$ cat src/rtl/serial_subtractor_if.sv
// -----------------------------------------------------------------------------
// serial_subtractor_if
// Request/result bundle for the bit-serial subtractor.
//
// Handshake: the master raises start with A/B valid; the slave accepts on the
// first rising clk edge at which it is idle and start=1, latching A/B on that
// edge only. A and B are don't-care afterwards. busy stays high for WIDTH
// cycles while bits are processed. done pulses high for exactly one cycle once
// C/borrow_out/zero hold the new result. start is ignored while busy or done;
// requests are never queued.
//
// Signals:
//   start      master->slave  request, sampled only when idle
//   A, B       master->slave  minuend / subtrahend
//   busy       slave->master  bits being processed
//   done       slave->master  one-cycle completion pulse
//   C          slave->master  difference register
//   borrow_out slave->master  A < B (unsigned)
//   zero       slave->master  C == 0
// -----------------------------------------------------------------------------
interface serial_subtractor_if #(
  parameter int WIDTH = 8
);
  logic             start;
  logic [WIDTH-1:0] A;
  logic [WIDTH-1:0] B;
  logic             busy;
  logic             done;
  logic [WIDTH-1:0] C;
  logic             borrow_out;
  logic             zero;

  modport master (
    output start, A, B,
    input  busy, done, C, borrow_out, zero
  );

  modport slave (
    input  start, A, B,
    output busy, done, C, borrow_out, zero
  );
endinterface

$ cat src/rtl/serial_subtractor.sv
// -----------------------------------------------------------------------------
// serial_subtractor
// Bit-serial subtractor: C = (A - B) mod 2^WIDTH, one bit per clock, LSB
// first, with borrow_out = (A < B) and zero = (C == 0).
//
// Ports:
//   clk          rising-edge clock
//   rst_n        asynchronous active-low reset
//   bus          serial_subtractor_if.slave (start/A/B in, busy/done/C/
//                borrow_out/zero out)
//   o_dbg_state  current FSM state (0=IDLE, 1=BUSY, 2=DONE)
//
// Timing: start accepted at edge k -> busy for cycles k+1..k+WIDTH, results
// update at edge k+WIDTH, done high for the following cycle only.
// -----------------------------------------------------------------------------
module serial_subtractor #(
  parameter int WIDTH = 8
) (
  input  logic                 clk,
  input  logic                 rst_n,
  serial_subtractor_if.slave   bus,
  output logic [1:0]           o_dbg_state
);

  localparam int CW = (WIDTH > 2) ? $clog2(WIDTH) : 1;
  localparam logic [CW-1:0] LAST_BIT = CW'(WIDTH - 1);

  typedef enum logic [1:0] {
    S_IDLE = 2'd0,
    S_BUSY = 2'd1,
    S_DONE = 2'd2
  } state_t;

  state_t           r_state;
  logic [WIDTH-1:0] r_a;
  logic [WIDTH-1:0] r_b;
  logic [WIDTH-1:0] r_res;
  logic             r_bin;
  logic [CW-1:0]    r_cnt;
  logic             r_busy;
  logic             r_done;
  logic [WIDTH-1:0] r_c;
  logic             r_borrow;
  logic             r_zero;

  logic             w_a0;
  logic             w_b0;
  logic             w_d;
  logic             w_bout;
  logic [WIDTH-1:0] w_res_next;
  logic             w_last;

  // Full-subtractor cell on the current LSBs.
  assign w_a0       = r_a[0];
  assign w_b0       = r_b[0];
  assign w_d        = w_a0 ^ w_b0 ^ r_bin;
  assign w_bout     = (~w_a0 & w_b0) | (~(w_a0 ^ w_b0) & r_bin);
  // Difference bits enter at the MSB so after WIDTH shifts bit 0 sits at LSB.
  assign w_res_next = {w_d, r_res[WIDTH-1:1]};
  assign w_last     = (r_cnt == LAST_BIT);

  always_ff @(posedge clk or negedge rst_n) begin
    if (!rst_n) begin
      r_state  <= S_IDLE;
      r_a      <= '0;
      r_b      <= '0;
      r_res    <= '0;
      r_bin    <= 1'b0;
      r_cnt    <= '0;
      r_busy   <= 1'b0;
      r_done   <= 1'b0;
      r_c      <= '0;
      r_borrow <= 1'b0;
      r_zero   <= 1'b1;
    end else begin
      case (r_state)
        S_IDLE: begin
          r_done <= 1'b0;
          if (bus.start) begin
            r_a     <= bus.A;
            r_b     <= bus.B;
            r_res   <= '0;
            r_bin   <= 1'b0;
            r_cnt   <= '0;
            r_busy  <= 1'b1;
            r_state <= S_BUSY;
          end
        end
        S_BUSY: begin
          r_res <= w_res_next;
          r_a   <= {1'b0, r_a[WIDTH-1:1]};
          r_b   <= {1'b0, r_b[WIDTH-1:1]};
          r_bin <= w_bout;
          r_cnt <= r_cnt + 1'b1;
          // Visible outputs change only here, so partial results never leak.
          if (w_last) begin
            r_c      <= w_res_next;
            r_borrow <= w_bout;
            r_zero   <= (w_res_next == '0);
            r_busy   <= 1'b0;
            r_done   <= 1'b1;
            r_state  <= S_DONE;
          end
        end
        S_DONE: begin
          r_done  <= 1'b0;
          r_state <= S_IDLE;
        end
        default: begin
          r_busy  <= 1'b0;
          r_done  <= 1'b0;
          r_state <= S_IDLE;
        end
      endcase
    end
  end

  assign bus.busy       = r_busy;
  assign bus.done       = r_done;
  assign bus.C          = r_c;
  assign bus.borrow_out = r_borrow;
  assign bus.zero       = r_zero;
  assign o_dbg_state    = r_state;

endmodule

$ cat src/flat_wrapper.sv
// flat-port wrapper written by rule: the top's interface ports become plain ports
module serial_subtractor_flat 
#(
  parameter int WIDTH = 8
)
  (clk, rst_n, o_dbg_state, bus_start, bus_A, bus_B, bus_busy, bus_done, bus_C, bus_borrow_out, bus_zero);
  serial_subtractor_if #(.WIDTH(WIDTH)) bus_i ();
  input  logic clk;
  input  logic rst_n;
  output logic [1:0] o_dbg_state;
  input wire logic [$bits(bus_i.start)-1:0] bus_start;
  input wire logic [$bits(bus_i.A)-1:0] bus_A;
  input wire logic [$bits(bus_i.B)-1:0] bus_B;
  output wire logic [$bits(bus_i.busy)-1:0] bus_busy;
  output wire logic [$bits(bus_i.done)-1:0] bus_done;
  output wire logic [$bits(bus_i.C)-1:0] bus_C;
  output wire logic [$bits(bus_i.borrow_out)-1:0] bus_borrow_out;
  output wire logic [$bits(bus_i.zero)-1:0] bus_zero;
  assign bus_i.start = bus_start;
  assign bus_i.A = bus_A;
  assign bus_i.B = bus_B;
  assign bus_busy = bus_i.busy;
  assign bus_done = bus_i.done;
  assign bus_C = bus_i.C;
  assign bus_borrow_out = bus_i.borrow_out;
  assign bus_zero = bus_i.zero;
  serial_subtractor #(.WIDTH(WIDTH)) u_core (.clk(clk), .rst_n(rst_n), .bus(bus_i), .o_dbg_state(o_dbg_state));
endmodule
$ cat config.mk
export PLATFORM = sky130hd
export DESIGN_NAME = serial_subtractor_flat
export DESIGN_NICKNAME = d
export VERILOG_FILES = /design/src/rtl/serial_subtractor_if.sv /design/src/rtl/serial_subtractor.sv /design/src/flat_wrapper.sv
export SDC_FILE = /design/constraint.sdc
export NUM_CORES = 1
export LEC_CHECK = 0
export CAP_MARGIN = 5
export CORE_MARGIN = 3
export CORE_UTILIZATION = 60
export CTS_CLUSTER_DIAMETER = 120
export DETAILED_ROUTE_END_ITERATION = 6
export DONT_BUFFER_PORTS = 1
export PLACE_DENSITY = 0.87
export SLEW_MARGIN = 15
export SYNTH_ARGS = -nofsm -noshare
export SYNTH_HDL_FRONTEND = slang
export SYNTH_SLANG_ARGS = --single-unit
export TNS_END_PERCENT = 5
$ cat constraint.sdc
create_clock -name clk -period 1.85 [get_ports clk]
set_input_delay 0.37 -clock clk [delete_from_list [all_inputs] [get_ports clk]]
set_output_delay 0.37 -clock clk [all_outputs]
set_load 0.005 [all_outputs]
# [Word level (Yosys, flattened, before mapping)]
# Cells that the tools add are included.
[totals] regBits=42 inputBits=19 output_inout_bits=14 elab_cells=50
[classes] n_addsub=1 eq_ne=5 muxes=18 bitwise=8 reduce_logical=7
[ops] op="one-hot mux 8 bit (2 select lines)" n=3
[ops] op="two-way mux 8 bit" n=3
[ops] op="logical NOT 8 bit" n=1
[ops] op="one-hot mux 3 bit (2 select lines)" n=1
[ops] op="AND reduction 2 bit" n=3
[ops] op="two-way mux 1 bit" n=5
[ops] op="two-way mux 2 bit" n=2
[ops] op="one-hot mux 2 bit (2 select lines)" n=1
[ops] op="adder 3 x 1 -> 3 bit (second input constant)" n=1
[ops] op="== test 3 bit (second input constant)" n=1
[ops] op="two-way mux 3 bit" n=1
[ops] op="inverter 1 bit" n=3
[ops] op="one-hot mux 1 bit (3 select lines)" n=1
[ops] op="AND reduction 3 bit" n=1
[ops] op="AND 1 bit" n=2
[ops] op="== test 2 x 1 -> 1 bit (second input constant)" n=1
[ops] op="== test 2 bit (second input constant)" n=1
[ops] op="logical NOT 2 bit" n=1
[ops] op="inequality test 2 x 1 -> 1 bit (second input constant)" n=1
[ops] op="inequality test 2 bit (second input constant)" n=1
[ops] op="one-hot mux 1 bit (2 select lines)" n=1
[ops] op="nonzero test 2 bit" n=1
[ops] op="bitwise XOR 1 bit" n=2
[ops] op="bitwise OR 1 bit" n=1

# [Depth between registers and ports, before layout]
[depth] ltp_word=5 mapped_depth=6 mapped_depth_nobuf=5

# [Least setup slack after synthesis]
# Ideal clock, no wire load.
[synth_path] path_type="register -> register" startpoint="reg u_core.r_cnt[0]" endpoint="reg u_core.r_c[1] (netlist: u_core.bus.C[1])" setup_time_ps=125 arrival_ps=1457 t_required_ps=1725 path_slack_ps=268 path_stages_with_launch=6 n_path_buf=1 period_less_slack_ps=1582 cell_sequence="dfrtp_1 ha_1 ha_1 nand3b_1 buf_2 mux2_2"
[synth_via] elab_chain_len=2
[synth_rtl] element="start: declaration" line_no="serial_subtractor.sv:39" text="logic [CW-1:0] r_cnt;"
[synth_rtl] element="start signal: assignment" line_no="serial_subtractor.sv:94" text="r_cnt <= r_cnt + 1'b1;"
[synth_rtl] element="== test 3 bit" line_no="serial_subtractor.sv:60" text="assign w_last = (r_cnt == LAST_BIT);"
[synth_rtl] element="AND reduction 2 bit (no source line)"
[synth_rtl] element="end signal: assignment" line_no="serial_subtractor.sv:97" text="r_c <= w_res_next;"
[synth_rtl] element="end: declaration" line_no="serial_subtractor.sv:42" text="logic [WIDTH-1:0] r_c;"
# Every way passes these cells.
# A chain may end at the register's enable or synchronous reset.

# [Worst setup path after layout]
[layout_path] startpoint="reg u_core.r_cnt[0]" endpoint="reg u_core.r_c[5] (netlist: u_core.bus.C[5])"
# The elaborated chain is that of the path after synthesis.

==> impl_metrics.env <==
export IMPL_dp_slack_ns=0.134
export IMPL_place_area_mm2=0.00173
export IMPL_row_count=18
export IMPL_die_h_um=59.3
export IMPL_synth_top_area_frac=0.587
export IMPL_cpMostUsedCell="ha_1"
export IMPL_crit_end="u_core.bus.C[5]$_DFFE_PN0P_"
export IMPL_ctsHtreeMaxLevel=2
export IMPL_crit_path_max_fanout=12
export IMPL_synthDistinctLibCells=24
export IMPL_crit_required_ns=2.09
export IMPL_drt_first_pass_iters=4
export IMPL_r2r_end="u_core.bus.C[5]$_DFFE_PN0P_"
export IMPL_end_kind="register"
export IMPL_maxCapViolCount=0
export IMPL_crit_chain="ha_1 -> ha_1 -> nand3b_1 -> mux2_2"
export IMPL_crit_path_top_delay_cell="dfrtp_1"
export IMPL_die_x_um=59.3
export IMPL_synth_common_cells="dfrtp_1 (40), nand2_1 (17), a22o_1 (12), mux2i_1 (12), mux2_2 (9)"
export IMPL_finalMaxSlewViolations=0
export IMPL_yosys_register_bits=41
export IMPL_grt_antenna_before_repair=0
export IMPL_pwr_density_cell_mw_per_mm2=1710
export IMPL_drtIter0Drc=24
export IMPL_routed_wl_um=2920
export IMPL_syn_cell_area_mm2=0.00171
export IMPL_gp_congestion=0.729
export IMPL_clock_sinks=41
export IMPL_async_flop_share=1.00
export IMPL_grt_overflow=0
export IMPL_setup_violations=0
export IMPL_p_leak_nw=0.906
export IMPL_syn_inst=137
export IMPL_worst_r2r_cell_count=4
export IMPL_wl_per_cell_um=16.8
export IMPL_synthTopCellsByArea="dfrtp_1 (59%), mux2i_1 (7.0%), a22o_1 (6.2%), mux2_2 (5.9%), nand2_1 (3.7%)"
export IMPL_finalSetupTns_ns=0
export IMPL_ff2ff_setup_slack_ns=0.12
export IMPL_gr_usage_all_layers=0.202
export IMPL_crit_path_start_kind="register"
export IMPL_crit_buf_inv=0
export IMPL_ir_drop_mv=1.15
export IMPL_viasPerCell=5.92
export IMPL_postCtsSetupBuffers=0
export IMPL_area_growth_pct=7.40
export IMPL_clock_fmax_mhz=579
export IMPL_slew_headroom=0.653
export IMPL_insertion_delay_ns=0.35
export IMPL_initial_core_util=0.659
export IMPL_cts_made_buffers=5
export IMPL_slowest_delay_ns=0.40
export IMPL_synth_edf_count=0
export IMPL_grt_pass1_wl_um=5090
export IMPL_dp_hpwl_um=2040
export IMPL_post_cts_resized=0
export IMPL_hold_class="in2reg"
export IMPL_grt_pass1_vias=1121
export IMPL_syn_nets=159
export IMPL_path_delay_family="adder cells"
export IMPL_critPathLaunch="u_core.r_cnt[0]$_DFFE_PN0P_"
export IMPL_yosys_warnings=0
export IMPL_drc=0
export IMPL_vias=1030
export IMPL_status="finished clean"
export IMPL_min_period_ns=1.73
export IMPL_worstPathArrival_ns=1.96
export IMPL_clock_path_buffers=2
export IMPL_stdcell_area_mm2=0.00183
export IMPL_drtAntennaViolNets=0
export IMPL_port_buffers=0
export IMPL_die_area_mm2=0.00352
export IMPL_critical_path_class="reg2reg"
export IMPL_nNetsFinal=165
export IMPL_synth_top_area_cell="dfrtp_1"
export IMPL_syn_avg_cell_area_um2=12.5
export IMPL_n_antenna_cell=0
export IMPL_pin_count=33
export IMPL_final_util=0.708
export IMPL_worst_pin_slew_ns=0.519
export IMPL_fin_skew_ns=0.0145
export IMPL_hold_viol=0
export IMPL_min_period_over_period=0.933
export IMPL_cts_root_buf="clkbuf_4"
export IMPL_core_mm2=0.00259
export IMPL_drive_gt1_frac=0.181
export IMPL_reg2reg_from="u_core.r_cnt[0]$_DFFE_PN0P_"
export IMPL_yosysSeqAreaShare=0.602
export IMPL_grt_start_max_net_pins=42
export IMPL_p_total_mw=3.13
export IMPL_yosysMostFrequentCell="dfrtp_1"
export IMPL_cts_tree="done"
export IMPL_fin_ws_ns=0.123
export IMPL_path_clk_slew_ns=0.11
export IMPL_synth_ff_type="dfrtp_1"
export IMPL_rsz0062_at_grt="no"
export IMPL_path_depth=4
per-stage QoR:
stage          std cells  hold slack (ns)
2_1_floorplan        137           0.0744
3_3_place_gp         164           0.0756
3_5_place_dp         164           0.0754
4_1_cts              174            0.144
5_1_grt              174            0.138
6_report             174            0.159
where the power goes:
part,total [mW],switching [mW],internal [mW]
combinational,1.05,0.502,0.552
clock,0.501,0.280,0.220
sequential,1.58,0.293,1.28
state kept, by name, indices dropped and copies added (netlist names), 2 cells and up:
signal,flops
u_core.bus.C,8
u_core.o_dbg_state,2
u_core.r_a,8
u_core.r_b,8
u_core.r_cnt,3
u_core.r_res,7
per-layer routing:
layer,part of all wire,vias to the layer above,global-route usage
li1,-,496,-
met2,0.50,34,0.310
met4,0.023,0,0.120
met5,0,-,0
met3,0.069,6,0.0654
met1,0.40,494,0.248
cells in the final DEF (no fill, tap or decap), drive strengths merged, types with 6 or more instances in the layout:
cell    count
a22o       12
buf         6
clkbuf      7
dfrtp      40
inv         6
mux2        9
mux2i      12
nand2      17
o21ai      16
cells by family after synthesis:
logic type,after synthesis,share of synthesized area
DFF,41,0.602
AOI/OAI and AO/OA,35,0.136
and+or+nand+nor,23,0.0609
muxes,21,0.130
buffers and inverters,14,0.0455
adders and majority gates,3,0.0264
how the worst min path moves through the flow:
stage                         from                          end  cells after the start
after global placement       rst_n    u_core.r_a[3]$_DFFE_PN0P_                      0
after CTS                 bus_A[7]    u_core.r_a[7]$_DFFE_PN0P_                      1
final                     bus_A[7]    u_core.r_a[7]$_DFFE_PN0P_                      1
after detailed placement     rst_n    u_core.r_a[2]$_DFFE_PN0P_                      0
after global routing      bus_A[7]    u_core.r_a[7]$_DFFE_PN0P_                      1
after floorplan              rst_n  u_core.bus.C[0]$_DFFE_PN0P_                      0
area by class of cell:
type / instances / area (µm²)
fill: 189 / 757
sequential: 41 / 1030
inverter: 6 / 22.5
clock buffer: 7 / 65.1
tap: 30 / 37.5
multi-input combinational: 82 / 608
timing repair buffer: 7 / 67.6
clock inverter: 1 / 5.00
what timing repair did:
item	4_1_cts	5_1_grt
hold buffers	2	0
endpoints found under the setup margin	0	0
endpoints found under the hold margin	41	0
Note: power is estimated with default switching activity, not from simulation.
